[config.mk]
export PLATFORM = sky130hd
export DESIGN_NAME = pp_stream_loader_flat
export DESIGN_NICKNAME = d
export VERILOG_FILES = /design/src/rtl/pp_stream_loader_if.sv /design/src/rtl/pp_stream_loader.sv /design/src/flat_wrapper.sv
export SDC_FILE = /design/constraint.sdc
export NUM_CORES = 1
export LEC_CHECK = 0
export ABC_AREA = 0
export CAP_MARGIN = 25
export CORE_ASPECT_RATIO = 1.1
export CORE_UTILIZATION = 46
export DETAILED_ROUTE_END_ITERATION = 8
export GPL_TIMING_DRIVEN = 0
export PLACE_DENSITY_LB_ADDON = 0.2
export SKIP_LAST_GASP = 1
export SLEW_MARGIN = 25
export SYNTH_ARGS = -nofsm -noshare
export SYNTH_HDL_FRONTEND = slang
export SYNTH_SLANG_ARGS = --single-unit
[constraint.sdc]
create_clock -name clk -period 1.7 [get_ports clk]
set_input_delay 0.34 -clock clk [delete_from_list [all_inputs] [get_ports clk]]
set_output_delay 0.34 -clock clk [all_outputs]
set_load 0.01 [all_outputs]
[src/rtl/pp_stream_loader_if.sv]
// Stream-side and ping-pong-side signals of the West-bank loader.
// The slave modport is the loader itself; the master modport is whatever drives and consumes it.
interface pp_stream_loader_if #(
    parameter int DATA_WIDTH = 16,
    parameter int BEAT_ELEMS = 4,
    parameter int WORD_ELEMS = 8,
    parameter int LANES      = 2
);
    logic                                          s_valid;
    logic                                          s_ready;
    logic [BEAT_ELEMS*DATA_WIDTH-1:0]              s_data;
    logic                                          s_last;
    logic                                          load_ready;
    logic [LANES-1:0][WORD_ELEMS*DATA_WIDTH-1:0]   w_din;
    logic                                          din_valid;
    logic                                          tile_last;
    logic                                          frame_err;
    logic                                          busy;

    modport master (
        output s_valid, s_data, s_last, load_ready,
        input  s_ready, w_din, din_valid, tile_last, frame_err, busy
    );

    modport slave (
        input  s_valid, s_data, s_last, load_ready,
        output s_ready, w_din, din_valid, tile_last, frame_err, busy
    );
endinterface

[src/rtl/pp_stream_loader.sv]
// Packs narrow stream beats into LANES lane words and hands each complete group to the
// ping-pong write side as a one-cycle din_valid pulse, checking tile framing against s_last.
module pp_stream_loader #(
    parameter int DATA_WIDTH      = 16,
    parameter int BEAT_ELEMS      = 4,
    parameter int WORD_ELEMS      = 8,
    parameter int LANES           = 2,
    parameter int GROUPS_PER_TILE = 4
) (
    input  logic                    clk,
    input  logic                    rst,
    pp_stream_loader_if.slave       bus
);
    localparam int R      = WORD_ELEMS / BEAT_ELEMS;
    localparam int BEAT_W = BEAT_ELEMS * DATA_WIDTH;
    localparam int WORD_W = WORD_ELEMS * DATA_WIDTH;
    localparam int BCW    = (R > 1) ? $clog2(R) : 1;
    localparam int LCW    = (LANES > 1) ? $clog2(LANES) : 1;
    localparam int GCW    = (GROUPS_PER_TILE > 1) ? $clog2(GROUPS_PER_TILE) : 1;

    localparam logic [0:0] FILL = 1'b0;
    localparam logic [0:0] HOLD = 1'b1;

    logic [0:0]                   state_q, state_d;
    logic [BCW-1:0]               beat_cnt_q, beat_cnt_d;
    logic [LCW-1:0]               lane_cnt_q, lane_cnt_d;
    logic [GCW-1:0]               group_cnt_q, group_cnt_d;
    logic [LANES-1:0][WORD_W-1:0] w_din_q, w_din_d;
    logic                         din_valid_q, din_valid_d;
    logic                         tile_last_q, tile_last_d;
    logic                         frame_err_q, frame_err_d;

    logic accept;
    logic beat_last;
    logic lane_last;
    logic group_last;
    logic expected_last;

    assign bus.s_ready   = !rst && (state_q == FILL);
    assign accept        = bus.s_valid && bus.s_ready;
    assign beat_last     = (beat_cnt_q == BCW'(R - 1));
    assign lane_last     = (lane_cnt_q == LCW'(LANES - 1));
    assign group_last    = (group_cnt_q == GCW'(GROUPS_PER_TILE - 1));
    assign expected_last = beat_last && lane_last && group_last;

    always_comb begin
        state_d     = state_q;
        beat_cnt_d  = beat_cnt_q;
        lane_cnt_d  = lane_cnt_q;
        group_cnt_d = group_cnt_q;
        w_din_d     = w_din_q;
        din_valid_d = 1'b0;
        tile_last_d = 1'b0;
        frame_err_d = frame_err_q;

        if (state_q == FILL) begin
            if (accept) begin
                for (int l = 0; l < LANES; l++) begin
                    for (int b = 0; b < R; b++) begin
                        if (lane_cnt_q == LCW'(l) && beat_cnt_q == BCW'(b)) begin
                            w_din_d[l][b*BEAT_W +: BEAT_W] = bus.s_data;
                        end
                    end
                end
                // Framing errors are only flagged; data keeps flowing so the tile is not lost.
                if (bus.s_last != expected_last) begin
                    frame_err_d = 1'b1;
                end
                if (beat_last) begin
                    beat_cnt_d = '0;
                    if (lane_last) begin
                        lane_cnt_d = '0;
                        state_d    = HOLD;
                    end else begin
                        lane_cnt_d = lane_cnt_q + 1'b1;
                    end
                end else begin
                    beat_cnt_d = beat_cnt_q + 1'b1;
                end
            end
        end else begin
            if (bus.load_ready) begin
                din_valid_d = 1'b1;
                tile_last_d = group_last;
                group_cnt_d = group_last ? '0 : group_cnt_q + 1'b1;
                state_d     = FILL;
            end
        end
    end

    always_ff @(posedge clk) begin
        if (rst) begin
            state_q     <= FILL;
            beat_cnt_q  <= '0;
            lane_cnt_q  <= '0;
            group_cnt_q <= '0;
            w_din_q     <= '0;
            din_valid_q <= 1'b0;
            tile_last_q <= 1'b0;
            frame_err_q <= 1'b0;
        end else begin
            state_q     <= state_d;
            beat_cnt_q  <= beat_cnt_d;
            lane_cnt_q  <= lane_cnt_d;
            group_cnt_q <= group_cnt_d;
            w_din_q     <= w_din_d;
            din_valid_q <= din_valid_d;
            tile_last_q <= tile_last_d;
            frame_err_q <= frame_err_d;
        end
    end

    assign bus.w_din     = w_din_q;
    assign bus.din_valid = din_valid_q;
    assign bus.tile_last = tile_last_q;
    assign bus.frame_err = frame_err_q;
    assign bus.busy      = (state_q == HOLD) || (beat_cnt_q != '0) ||
                           (lane_cnt_q != '0) || (group_cnt_q != '0);
endmodule

[src/flat_wrapper.sv]
// flat-port wrapper written by rule: the top's interface ports become plain ports
module pp_stream_loader_flat 
#(
    parameter int DATA_WIDTH      = 16,
    parameter int BEAT_ELEMS      = 4,
    parameter int WORD_ELEMS      = 8,
    parameter int LANES           = 2,
    parameter int GROUPS_PER_TILE = 4
)
  (clk, rst, bus_s_valid, bus_s_data, bus_s_last, bus_load_ready, bus_s_ready, bus_w_din, bus_din_valid, bus_tile_last, bus_frame_err, bus_busy);
  pp_stream_loader_if #(.DATA_WIDTH(DATA_WIDTH), .BEAT_ELEMS(BEAT_ELEMS), .WORD_ELEMS(WORD_ELEMS), .LANES(LANES)) bus_i ();
  input  logic clk;
  input  logic rst;
  input wire logic [$bits(bus_i.s_valid)-1:0] bus_s_valid;
  input wire logic [$bits(bus_i.s_data)-1:0] bus_s_data;
  input wire logic [$bits(bus_i.s_last)-1:0] bus_s_last;
  input wire logic [$bits(bus_i.load_ready)-1:0] bus_load_ready;
  output wire logic [$bits(bus_i.s_ready)-1:0] bus_s_ready;
  output wire logic [$bits(bus_i.w_din)-1:0] bus_w_din;
  output wire logic [$bits(bus_i.din_valid)-1:0] bus_din_valid;
  output wire logic [$bits(bus_i.tile_last)-1:0] bus_tile_last;
  output wire logic [$bits(bus_i.frame_err)-1:0] bus_frame_err;
  output wire logic [$bits(bus_i.busy)-1:0] bus_busy;
  assign bus_i.s_valid = bus_s_valid;
  assign bus_i.s_data = bus_s_data;
  assign bus_i.s_last = bus_s_last;
  assign bus_i.load_ready = bus_load_ready;
  assign bus_s_ready = bus_i.s_ready;
  assign bus_w_din = bus_i.w_din;
  assign bus_din_valid = bus_i.din_valid;
  assign bus_tile_last = bus_i.tile_last;
  assign bus_frame_err = bus_i.frame_err;
  assign bus_busy = bus_i.busy;
  pp_stream_loader #(.DATA_WIDTH(DATA_WIDTH), .BEAT_ELEMS(BEAT_ELEMS), .WORD_ELEMS(WORD_ELEMS), .LANES(LANES), .GROUPS_PER_TILE(GROUPS_PER_TILE)) u_core (.clk(clk), .rst(rst), .bus(bus_i));
endmodule
==> reports/results.tsv <==
stage	metric	value	unit
worst_hold_path	min_to	u_core.state_q	
route	drc	0	
placed_design	io_buffers	328	
cells_and_area	layout-drive-gt1-share	11.66	%
clocking	cts.htree.levels	1	
setup_path	critPathKind	flop to primary output	
logic_synthesis	syn_nets	1216	
logic_synthesis	synth_cell_types	29	
setup_path	critPathMaxFanout	9	
die	coreArea	22110	um^2
grt	antenna_found_initial	0	
route	routed_wl	37.61	mm
logic_synthesis	synth_cells	1145	
die	die_y	159.6	um
grt	grt_pass1_vias	10239	
route	drtIter0Drc	719	
pwr	p_leak	7.704	nW
timing	fin_skew	0.005085	ns
worst_hold_path	hold_depth	2	
cells_and_area	fin_util	66.80	%
timing	setup_viol	1	
logic_synthesis	ys_seq_area_share	50.90	%
cells_and_area	diodes	0	
grt	grt_usage	31.66	%
timing	fin_crit_sh	104.7	%
clocking	cts_buffers	27	
clocking	cts_sinks	264	
clocking	clock_latency	0.53	ns
logic_synthesis	synth_compound_area_share	19.57	%
clocking	ctsRootBufferMaster	clkbuf_16	
setup_path	critPathLaunchType	flop	
die	die_x	145.2	um
setup_path	worstRegToRegCells	7	
route	firstDrtPassIters	5	
route	postRouteAntennaNets	0	
logic_synthesis	synthMuxAreaShare	0.09641	%
pwr	ir_drop	799.0	uV
clocking	path_clk_slew	0.06	ns
flow_run	maxCapViolCount	0	
timing	fin_ws	-0.08027	ns
worst_hold_path	min-delay-start	rst	
timing	final_hold_viol_count	0	
worst_hold_path	min_path_type	input port to flop	
logic_synthesis	synth_top_family_by_area	simple AND/OR/NAND/NOR gates	
logic_synthesis	synth_area_per_cell	9.068	um^2
run_status	status	complete, but fails checks	
grt	grt_max_degree	15	
setup_path	required	1.36	ns
die	initial_core_util	46.96	%
logic_synthesis	syn_area	10380	um^2
cells_and_area	final_common_cell	dfxtp_1	
placed_design	place_congestion	0.8499	
timing	slew_viol_final	0	
logic_synthesis	synthSimpleGateAreaFrac	21.43	%
grt	grt_overflow	0	
cells_and_area	synthToLayoutAreaGrowth	42.25	%
logic_synthesis	synth-xor-area-share	0.1687	%
pwr	p_total	0.01506	W
die	num_io_pins	330	
die	die-area	23180	um^2
logic_synthesis	synth_fa_ha_area_share	0.2410	%
timing	worst_slew_pin_slew	0.8650	ns
route	wl_per_cell	20.65	um
run_status	violations	setup timing	
logic_synthesis	yosys_warnings	0	
grt	grt_pass1_wl	57.79	mm
setup_path	r2r_start	u_core.lane_cnt_q	
timing	rsz0062_at_grt	true	
placed_design	hpwlAfterDp	26.72	mm
cells_and_area	mostFrequentLayoutCells	263 x dfxtp_1, 260 x dlygate4sd2_1, 198 x nand2_1	
setup_path	r2r_slack	0.03	ns
setup_path	end_kind	primary output	
route	num_vias	10590	
clocking	clockBufferDepth	3	
cells_and_area	nets	1578	
pwr	power_density	1020	nW/um^2
cells_and_area	stdcell_count	1821	
timing	post-route-min-period	1.780	ns
logic_synthesis	ys_seq_elements	264	
setup_path	rr_endpoint	u_core.bus.w_din[126]	
placed_design	placed_cells	1768	
clocking	cts_tree	yes	
setup_path	arrival	1.44	ns
timing	fmax	0.5617	GHz
die	rows	57	
route	vias_per_cell	5.815	
timing	slew_headroom	42.33	%
## final cells by class
| cell class | count | area, um^2 |
|---|---|---|
| Fill cell | 1901 | 7340 |
| Sequential cell | 264 | 5286 |
| Multi-Input combinational cell | 740 | 4317 |
| Timing Repair Buffer | 334 | 2998 |
| Buffer | 136 | 818.3 |
| Clock buffer | 31 | 720.7 |
| Tap cell | 295 | 369.1 |
| Clock inverter | 17 | 245.2 |
| Inverter | 4 | 15.01 |
## where the power goes
group	internal (W)	switching (W)	leakage [nW]
sequential	0.00644	0.000141	2.14
clock	0.00394	0.00255	0.468
combinational	0.000730	0.00126	5.09
total	0.0111	0.00395	7.70
## metrics by stage
| stage | TNS [ns] | hold WS, ns | instance area, um^2 | setup slack (ns) |
|---|---|---|---|---|
| floorplan | 0 | 0.4530 | 10380 | 0.1807 |
| finish | -0.08027 | 0.07122 | 14770 | -0.08027 |
| CTS | -0.1916 | 0.05317 | 14720 | -0.1916 |
| global route | -0.1428 | 0.05548 | 14770 | -0.1179 |
| detailed placement | -67.36 | 0.4624 | 14030 | -0.6909 |
| global placement | -62.79 | 0.4547 | 14030 | -0.6589 |
## cells by family after synthesis
family                     Yosys count
buffers and inverters              141
and+or+nand+nor                    474
adders and majority gates            2
xor gates and xnor gates             2
AOI/OAI and AO/OA                  261
muxes                                1
DFF                                264
## synthesized netlist by cell type
library cell / number / share of area, %
o21ai_0: 1 / 0.048
nand3b_1: 2 / 0.14
o21a_1: 1 / 0.072
nor3b_4: 1 / 0.18
buf_6: 24 / 2.6
buf_4: 7 / 0.51
or2_1: 1 / 0.060
nand2_1: 198 / 7.2
ha_1: 2 / 0.24
clkbuf_1: 54 / 2.0
clkbuf_2: 3 / 0.14
and2_1: 2 / 0.12
xor2_1: 2 / 0.17
nor2_1: 7 / 0.25
nand3_1: 194 / 9.4
nor2b_1: 2 / 0.12
a31o_2: 32 / 2.7
a31o_1: 31 / 2.6
a21oi_1: 2 / 0.096
inv_1: 3 / 0.11
and3_1: 63 / 3.8
dfxtp_1: 264 / 51
nand2b_1: 4 / 0.24
a221oi_1: 1 / 0.084
clkinv_1: 1 / 0.036
o211ai_1: 193 / 14
buf_2: 39 / 1.9
mux2i_1: 1 / 0.096
buf_1: 10 / 0.36
## per-layer routing
metal	wire length (um)	global-route usage, %
met3	3577	7.650
met4	1682	15.55
met2	17350	52.21
met1	15000	38.67
met5	0	0
## worst max-delay path by stage
| stage | slack (ns) | depth (start not counted) | endpoint | start |
|---|---|---|---|---|
| 3_3_place_gp | -0.66 | 6 | bus_busy | u_core.beat_cnt_q |
| 3_5_place_dp | -0.69 | 6 | bus_busy | u_core.beat_cnt_q |
| 6_report | -0.08 | 5 | bus_busy | u_core.lane_cnt_q |
| 5_1_grt | -0.12 | 5 | bus_busy | u_core.lane_cnt_q |
| 4_1_cts | -0.19 | 6 | bus_busy | u_core.beat_cnt_q |
| 2_1_floorplan | 0.18 | 5 | bus_busy | u_core.beat_cnt_q |
## worst max-delay path, stage by stage, from the launching register on
cell and delay [ns]:
dfxtp_1 0.31, buf_6 0.13, nor2_4 0.15, buf_8 0.12, nand3b_1 0.06, buf_2 0.14
## sequential cells by signal (all words and copies together) (netlist names)
name / flops
u_core.bus.frame_err: 1
u_core.lane_cnt_q: 1
u_core.group_cnt_q: 2
u_core.bus.w_din: 256
u_core.beat_cnt_q: 1
u_core.state_q: 1
u_core.bus.din_valid: 1
u_core.bus.tile_last: 1
## what timing repair did
action                                 4_1_cts  5_1_grt
pin swaps                                    0        1
endpoints found under the hold margin        0        0
gates resized for setup                    275       36
setup buffers                                2        4
setup endpoints to repair                  365      108
hold buffers                                 0        0
No activity file was read; power rests on OpenSTA's default activity.
